==> src/rtl/video_sync_rdctl.sv <==
// Read-side controller for a video line FIFO: clears the FIFO at each frame start,
// waits for a fill threshold, then bursts one line of pixels with an idle gap between lines.
module video_sync_rdctl #(
    parameter int ADDR_WIDTH = 7,
    parameter int CLR_CYCLES = 4,
    parameter int GAP_CYCLES = 2
) (
    input  logic                  sync_vclk,
    input  logic                  rst,
    input  logic                  vs_in,
    input  logic                  fifo_rdempty,
    input  logic [ADDR_WIDTH-1:0] fifo_rdusedw,
    input  logic [11:0]           cfg_line_len,
    input  logic [ADDR_WIDTH-1:0] cfg_start_th,
    output logic                  fifo_rdreq,
    output logic                  fifo_aclr,
    output logic                  out_de,
    output logic [11:0]           line_cnt,
    output logic                  underflow,
    output logic                  busy
);

    // state   | meaning
    // CLEAR   | frame start: fifo_aclr held for CLR_CYCLES
    // WAIT_TH | waiting for fill level >= threshold and a non-zero line length
    // READ    | reading one line, stalls while the FIFO is empty
    // GAP     | GAP_CYCLES idle cycles after a completed line
    typedef enum logic [1:0] {CLEAR, WAIT_TH, READ, GAP} state_t;

    localparam int CCW = $clog2(CLR_CYCLES + 1);
    localparam int GCW = $clog2(GAP_CYCLES + 1);

    state_t         state;
    logic           vs_q;
    logic           vs_edge;
    logic [CCW-1:0] clr_cnt;
    logic [GCW-1:0] gap_cnt;
    logic [11:0]    pix_cnt;
    logic [11:0]    len_q;

    assign vs_edge    = vs_in & ~vs_q;
    assign fifo_rdreq = (state == READ) & ~fifo_rdempty;
    assign fifo_aclr  = (state == CLEAR);
    assign busy       = (state == READ) | (state == GAP);

    // vs_q resets high so a vs_in already high at reset release is not seen as a frame start
    always_ff @(posedge sync_vclk or posedge rst) begin
        if (rst) begin
            state     <= WAIT_TH;
            vs_q      <= 1'b1;
            clr_cnt   <= '0;
            gap_cnt   <= '0;
            pix_cnt   <= '0;
            len_q     <= '0;
            line_cnt  <= '0;
            underflow <= 1'b0;
            out_de    <= 1'b0;
        end else begin
            vs_q   <= vs_in;
            out_de <= fifo_rdreq;
            if (vs_edge) begin
                state     <= CLEAR;
                clr_cnt   <= '0;
                pix_cnt   <= '0;
                line_cnt  <= '0;
                underflow <= 1'b0;
            end else begin
                case (state)
                    CLEAR: begin
                        if (clr_cnt == CCW'(CLR_CYCLES - 1))
                            state <= WAIT_TH;
                        else
                            clr_cnt <= clr_cnt + 1'b1;
                    end
                    WAIT_TH: begin
                        if (fifo_rdusedw >= cfg_start_th && cfg_line_len != 12'd0) begin
                            state   <= READ;
                            len_q   <= cfg_line_len;
                            pix_cnt <= '0;
                        end
                    end
                    READ: begin
                        if (fifo_rdempty) begin
                            underflow <= 1'b1;
                        end else begin
                            pix_cnt <= pix_cnt + 12'd1;
                            if (pix_cnt == len_q - 12'd1) begin
                                state    <= GAP;
                                gap_cnt  <= '0;
                                line_cnt <= line_cnt + 12'd1;
                            end
                        end
                    end
                    GAP: begin
                        if (gap_cnt == GCW'(GAP_CYCLES - 1))
                            state <= WAIT_TH;
                        else
                            gap_cnt <= gap_cnt + 1'b1;
                    end
                    default: state <= WAIT_TH;
                endcase
            end
        end
    end

endmodule

==> config.mk <==
export PLATFORM = sky130hd
export DESIGN_NAME = video_sync_rdctl
export DESIGN_NICKNAME = d
export VERILOG_FILES = /design/src/rtl/video_sync_rdctl.sv
export SDC_FILE = /design/constraint.sdc
export NUM_CORES = 1
export LEC_CHECK = 0
export CORE_ASPECT_RATIO = 1.1
export CORE_MARGIN = 1.5
export CORE_UTILIZATION = 50
export CTS_BUF_LIST = sky130_fd_sc_hd__clkbuf_16
export DETAILED_ROUTE_END_ITERATION = 8
export PLACE_DENSITY_LB_ADDON = 0.08
export SLEW_MARGIN = 20
export SYNTH_ARGS = -nofsm -noshare
export SYNTH_HDL_FRONTEND = slang
export SYNTH_SLANG_ARGS = --single-unit
==> constraint.sdc <==
create_clock -name sync_vclk -period 6.9 [get_ports sync_vclk]
set_clock_uncertainty 0.15 [all_clocks]
set_input_delay 1.38 -clock sync_vclk [delete_from_list [all_inputs] [get_ports sync_vclk]]
set_output_delay 1.38 -clock sync_vclk [all_outputs]
set_load 0.1 [all_outputs]
## After elaboration in Yosys (flattened, before gate mapping)

Cells that the tools add are included.
W data, S select, Z words.

- Bits in registers: 46
- Output and inout port bits: 17
- Logic and storage cells: 78

- Add/sub/neg operators: 5
- Order comparisons: 1
- Eq/ne operators: 16
- Mux-type cells: 25
- Bitwise logic cells: 6
- Reductions and logical operators: 16

Operators with widths:

| operator | number |
|---|---|
| $mux W12 | 7 |
| $add A12 B1 Y12 const B | 2 |
| $pmux W12 S2 | 1 |
| $mux W2 | 9 |
| $eq A12 B12 Y1 | 1 |
| $reduce_bool A12 Y1 | 1 |
| $sub A12 B1 Y12 const B | 1 |
| $reduce_and A5 Y1 | 2 |
| $reduce_bool A2 Y1 | 5 |
| $mux W3 | 3 |
| $reduce_and A3 Y1 | 3 |
| $pmux W2 S4 | 1 |
| $ge A7 B7 Y1 | 1 |
| $ne A2 B2 Y1 const B | 3 |
| $ne A3 B2 Y1 const B | 2 |
| $ne A3 B3 Y1 const B | 2 |
| $eq A2 B1 Y1 const B | 2 |
| $eq A2 B2 Y1 const B | 2 |
| $ne A2 B1 Y1 const B | 2 |
| $pmux W2 S2 | 1 |
| $reduce_and A2 Y1 | 2 |
| $add A3 B1 Y3 const B | 1 |
| $eq A3 B2 Y1 const B | 1 |
| $mux W1 | 3 |
| other kinds (8) | 11 |

## Depth between registers and ports, before layout

- Depth after elaboration: 6
- Mapped depth: 12
- Mapped depth without buffers: 9

## Worst setup path after synthesis

Ideal clock, no wire load.

- Path type: input port to output port
- Start point: input fifo_rdempty
- End point: output fifo_rdreq
- Arrival time: 2655 ps
- Required time: 5370 ps
- Slack: 2715 ps
- Cell stages on the path: 1
- Buffers on the path: 0
- Cell sequence: nor2_1

- Word-level cells in the longest chain between the ends: 2

RTL lines:

| item | RTL line | text |
|---|---|---|
| start: declaration | 11 | `input logic fifo_rdempty,` |
| $not A1 Y1 | 42 | `assign fifo_rdreq = (state == READ) & ~fifo_rdempty;` |
| $and A1 B1 Y1 | 42 |  |
| end: declaration | 15 | `output logic fifo_rdreq,` |

No other way between the ends.

## Worst setup path in the final report

Ends and elaborated chain as after synthesis.

==> results.py <==
metrics = {
    "final_layout": {
        "multi_input_area_sq_um": 1710,
        "final_cell_mix": "46 x sky130_fd_sc_hd__clkdlybuf4s50_1, 44 x sky130_fd_sc_hd__dfrtp_1, 25 x sky130_fd_sc_hd__nand2_1",
        "diodes": 0,
        "share_of_layout_cells_above_drive_strength_1_pct": 8.97,
        "final_core_utilization_pct": 63.7,
        "layout.nets": 414,
        "finalInstanceArea_sq_um": 3700,
        "area_growth_syn_to_layout_pct": 22.1,
        "most_common_cell_after_layout_fill_and_taps_aside": "sky130_fd_sc_hd__clkdlybuf4s50_1",
        "final_cell_count_no_fill": 445,
        "filler_cell_count": 496,
        "seqCellArea_sq_um": 1150,
    },
    "logic_synthesis": {
        "synth_warn": 0,
        "yosys_most_used_dff": "sky130_fd_sc_hd__dfrtp_1",
        "synth.avg_cell_area_sq_um": 9.26,
        "share_of_synthesized_area_occupied_by_flip_flops_and_latches_pct": 38.1,
        "post_synth_instance_area_sq_um": 3030,
        "postSynthCellCount": 327,
        "synth_enable_flop_cells": 0,
        "yosys_register_bits": 46,
        "synth_async_reset_ratio_pct": 100,
        "syn-num-nets": 374,
        "post_synth_num_cell_types": 49,
    },
    "clock_network": {
        "clock_sinks": 46,
        "clockRootBuffer": "sky130_fd_sc_hd__clkbuf_16",
        "tritoncts_clock_tree": "yes",
        "clkLatencyLatePin_ns": 0.28,
        "cts_post_setup_buffers_inserted": 0,
        "cts_buffers": 5,
        "postCtsResizedCells": 0,
        "clk_path_buf_depth": 2,
        "hold_buffers": 0,
        "reg_clk_slew_reported_paths_ns": 0.06,
        "h-tree-depth": 2,
    },
    "timing": {
        "achievable-frequency_mhz": 212,
        "finalMaxSlewViolations": 0,
        "unrepaired_setup_endpoints_after_global_routing": "false",
        "finalCritPeriodShare_pct": 68.5,
        "timing.max_slew.rel_slack_pct": 33.8,
        "worst_slew_pin_slew_ns": 0.990,
        "finalSetupTns_ns": 0,
        "timing.final.setup_violations": 0,
        "fin_ws_ns": 2.18,
        "post_route_minimum_period_ns": 4.72,
        "timing.final.hold_violations": 0,
    },
    "worst_setup_path": {
        "cpPeakStageDelay_ns": 1.16,
        "timing.setup.critical_path_class": "primary input to primary output",
        "cp_cell_sequence": "clkdlybuf4s50_1 -> nor2_1 -> clkdlybuf4s50_1",
        "timing.critical_path.fanout_max": 5,
        "timing.critical_path.to_type": "primary output",
        "required_ns": 5.37,
        "crit_path_start_kind": "primary input",
        "cp_data_arrival_time_ns": 3.19,
        "critPathBufInv": 2,
        "cp_top_family": "buffers and inverters",
        "crit-reg2reg-launch": "len_q[0]",
        "critical_path.most_common_cell": "sky130_fd_sc_hd__clkdlybuf4s50_1",
        "crit_slowest_cell": "sky130_fd_sc_hd__clkdlybuf4s50_1",
        "timing.critical_path.from": "fifo_rdempty",
    },
    "die": {
        "floorplan.die.height_um": 84.6,
        "die_w_um": 77.2,
        "die_area_sq_um": 6530,
        "design.portCount": 47,
        "initial_core_util_pct": 52.2,
        "core.rowCount": 29,
        "placeableCoreArea_sq_um": 5810,
    },
    "global_routing": {
        "grt_util_all_layers_pct": 21.1,
        "grt_first_pass_wirelength_um": 11200,
        "grt_pass1_vias": 2400,
        "globalRouteOverflowTotal": 0,
        "largest_net_degree_at_the_start_of_global_routing": 47,
        "grt_antenna_before_repair": 0,
    },
    "placement": {
        "place_area_sq_um": 3530,
        "detailedPlacementHpwl_um": 4770,
        "place_congestion": 0.796,
        "dp_cells": 437,
        "detailedPlace.worstSlack_ns": 2.19,
        "portBuffers": 46,
    },
    "drt": {
        "route.detailed.drc": 0,
        "dr.pass1.iters": 4,
        "drt-total-wl_um": 6490,
        "drt-wirelength-per-cell_um": 14.6,
        "vias": 2542,
        "vias_per_cell": 5.71,
        "detail-route-antenna-nets": 0,
        "detailedRoute.firstIterationViolations": 150,
    },
    "power": {
        "total_leakage_power_nw": 1.57,
        "power_dens_cells_nw_per_um2": 323,
        "largest_voltage_drop_on_the_vdd_net_mv": 0.277,
    },
    "worst_hold_path": {
        "hold_class": "flip-flop to flip-flop",
        "holdCritStartpoint": "underflow",
    },
    "run": {
        "drv.max_cap_violation_count": 0,
    },
    "run_status": {
        "status": "completed",
    },
}
## worst min-delay path, stage by stage, from the launching register on
cell,delay [ns]
sky130_fd_sc_hd__dfrtp_1,0.35
sky130_fd_sc_hd__a21oi_1,0.04
sky130_fd_sc_hd__nor2_1,0.08
## power breakdown
group          internal [mW]  switching, mW
registers              0.332         0.0806
clock network          0.168         0.0988
logic                  0.210          0.305
total                  0.711          0.484
## stage by stage
step                total power, mW  hold WS (ns)
global route                   1.28         0.410
global placement              0.923         0.343
floorplan                     0.809         0.339
detailed placement            0.932         0.348
finish                         1.20         0.356
CTS                            1.20         0.366
## per-layer routing
metal  global-route usage (%)  part of all wire (%)  vias to the layer above
met1                     28.8                    48                     1220
met5                        0                     0                        -
met2                     35.1                    49                       38
met3                     2.93                   2.8                        5
met4                     6.28                   1.0                        0
li1                         -                     -                     1279
## logic make-up after synthesis
logic type,count (synthesis),share of synthesized area [%]
adder cells (fa/ha/maj),17,7.02
XOR/XNOR,18,5.20
AND/OR/NAND/NOR,116,20.2
multiplexers,18,6.40
buffers and inverters,40,5.74
AO/OA/AOI/OAI,72,17.3
flip-flops,46,38.1
## final timing paths
kind / to / slack, ns / cells past startpoint
max reg2reg: line_cnt[7] / 2.95 / 9
min: underflow / 0.36 / 2
min in group asynchronous: line_cnt[7] / 1.40 / 3
min reg2reg: underflow / 0.36 / 2
max: fifo_rdreq / 2.18 / 3
max in group asynchronous: state[1] / 4.80 / 3
## sequential cells by signal, indices dropped and copies added, names as in the netlist
signal     cells
len_q         12
line_cnt      12
pix_cnt       12
clr_cnt        3
gap_cnt        2
state          2
out_de         1
underflow      1
vs_q           1
## cell usage after synthesis, drive strengths merged (5+ instances only)
library cell	count	area share (%)
nand2	25	3.1
xnor2	7	2.0
nand4	8	1.9
o41ai	6	1.7
nor3	8	1.3
nand2b	9	1.9
a21oi	8	1.3
nand3	16	2.6
inv	23	2.8
ha	17	7.0
mux2i	7	2.3
and3	9	1.9
clkbuf	13	1.6
mux2	11	4.1
o31ai	5	1.2
xor2	11	3.2
o21ai	20	3.3
nor4	7	1.4
nor2	17	2.1
dfrtp	44	36
## layout make-up
type,instances,share of cell area [%]
flip-flops and latches,46,31.2
multi-input cells,241,46.2
well taps,77,2.61
clock buffers,5,3.38
clock inverters,3,1.02
inverters,23,2.34
repair buffers,50,13.3
No activity file was read; power rests on OpenSTA's default activity.
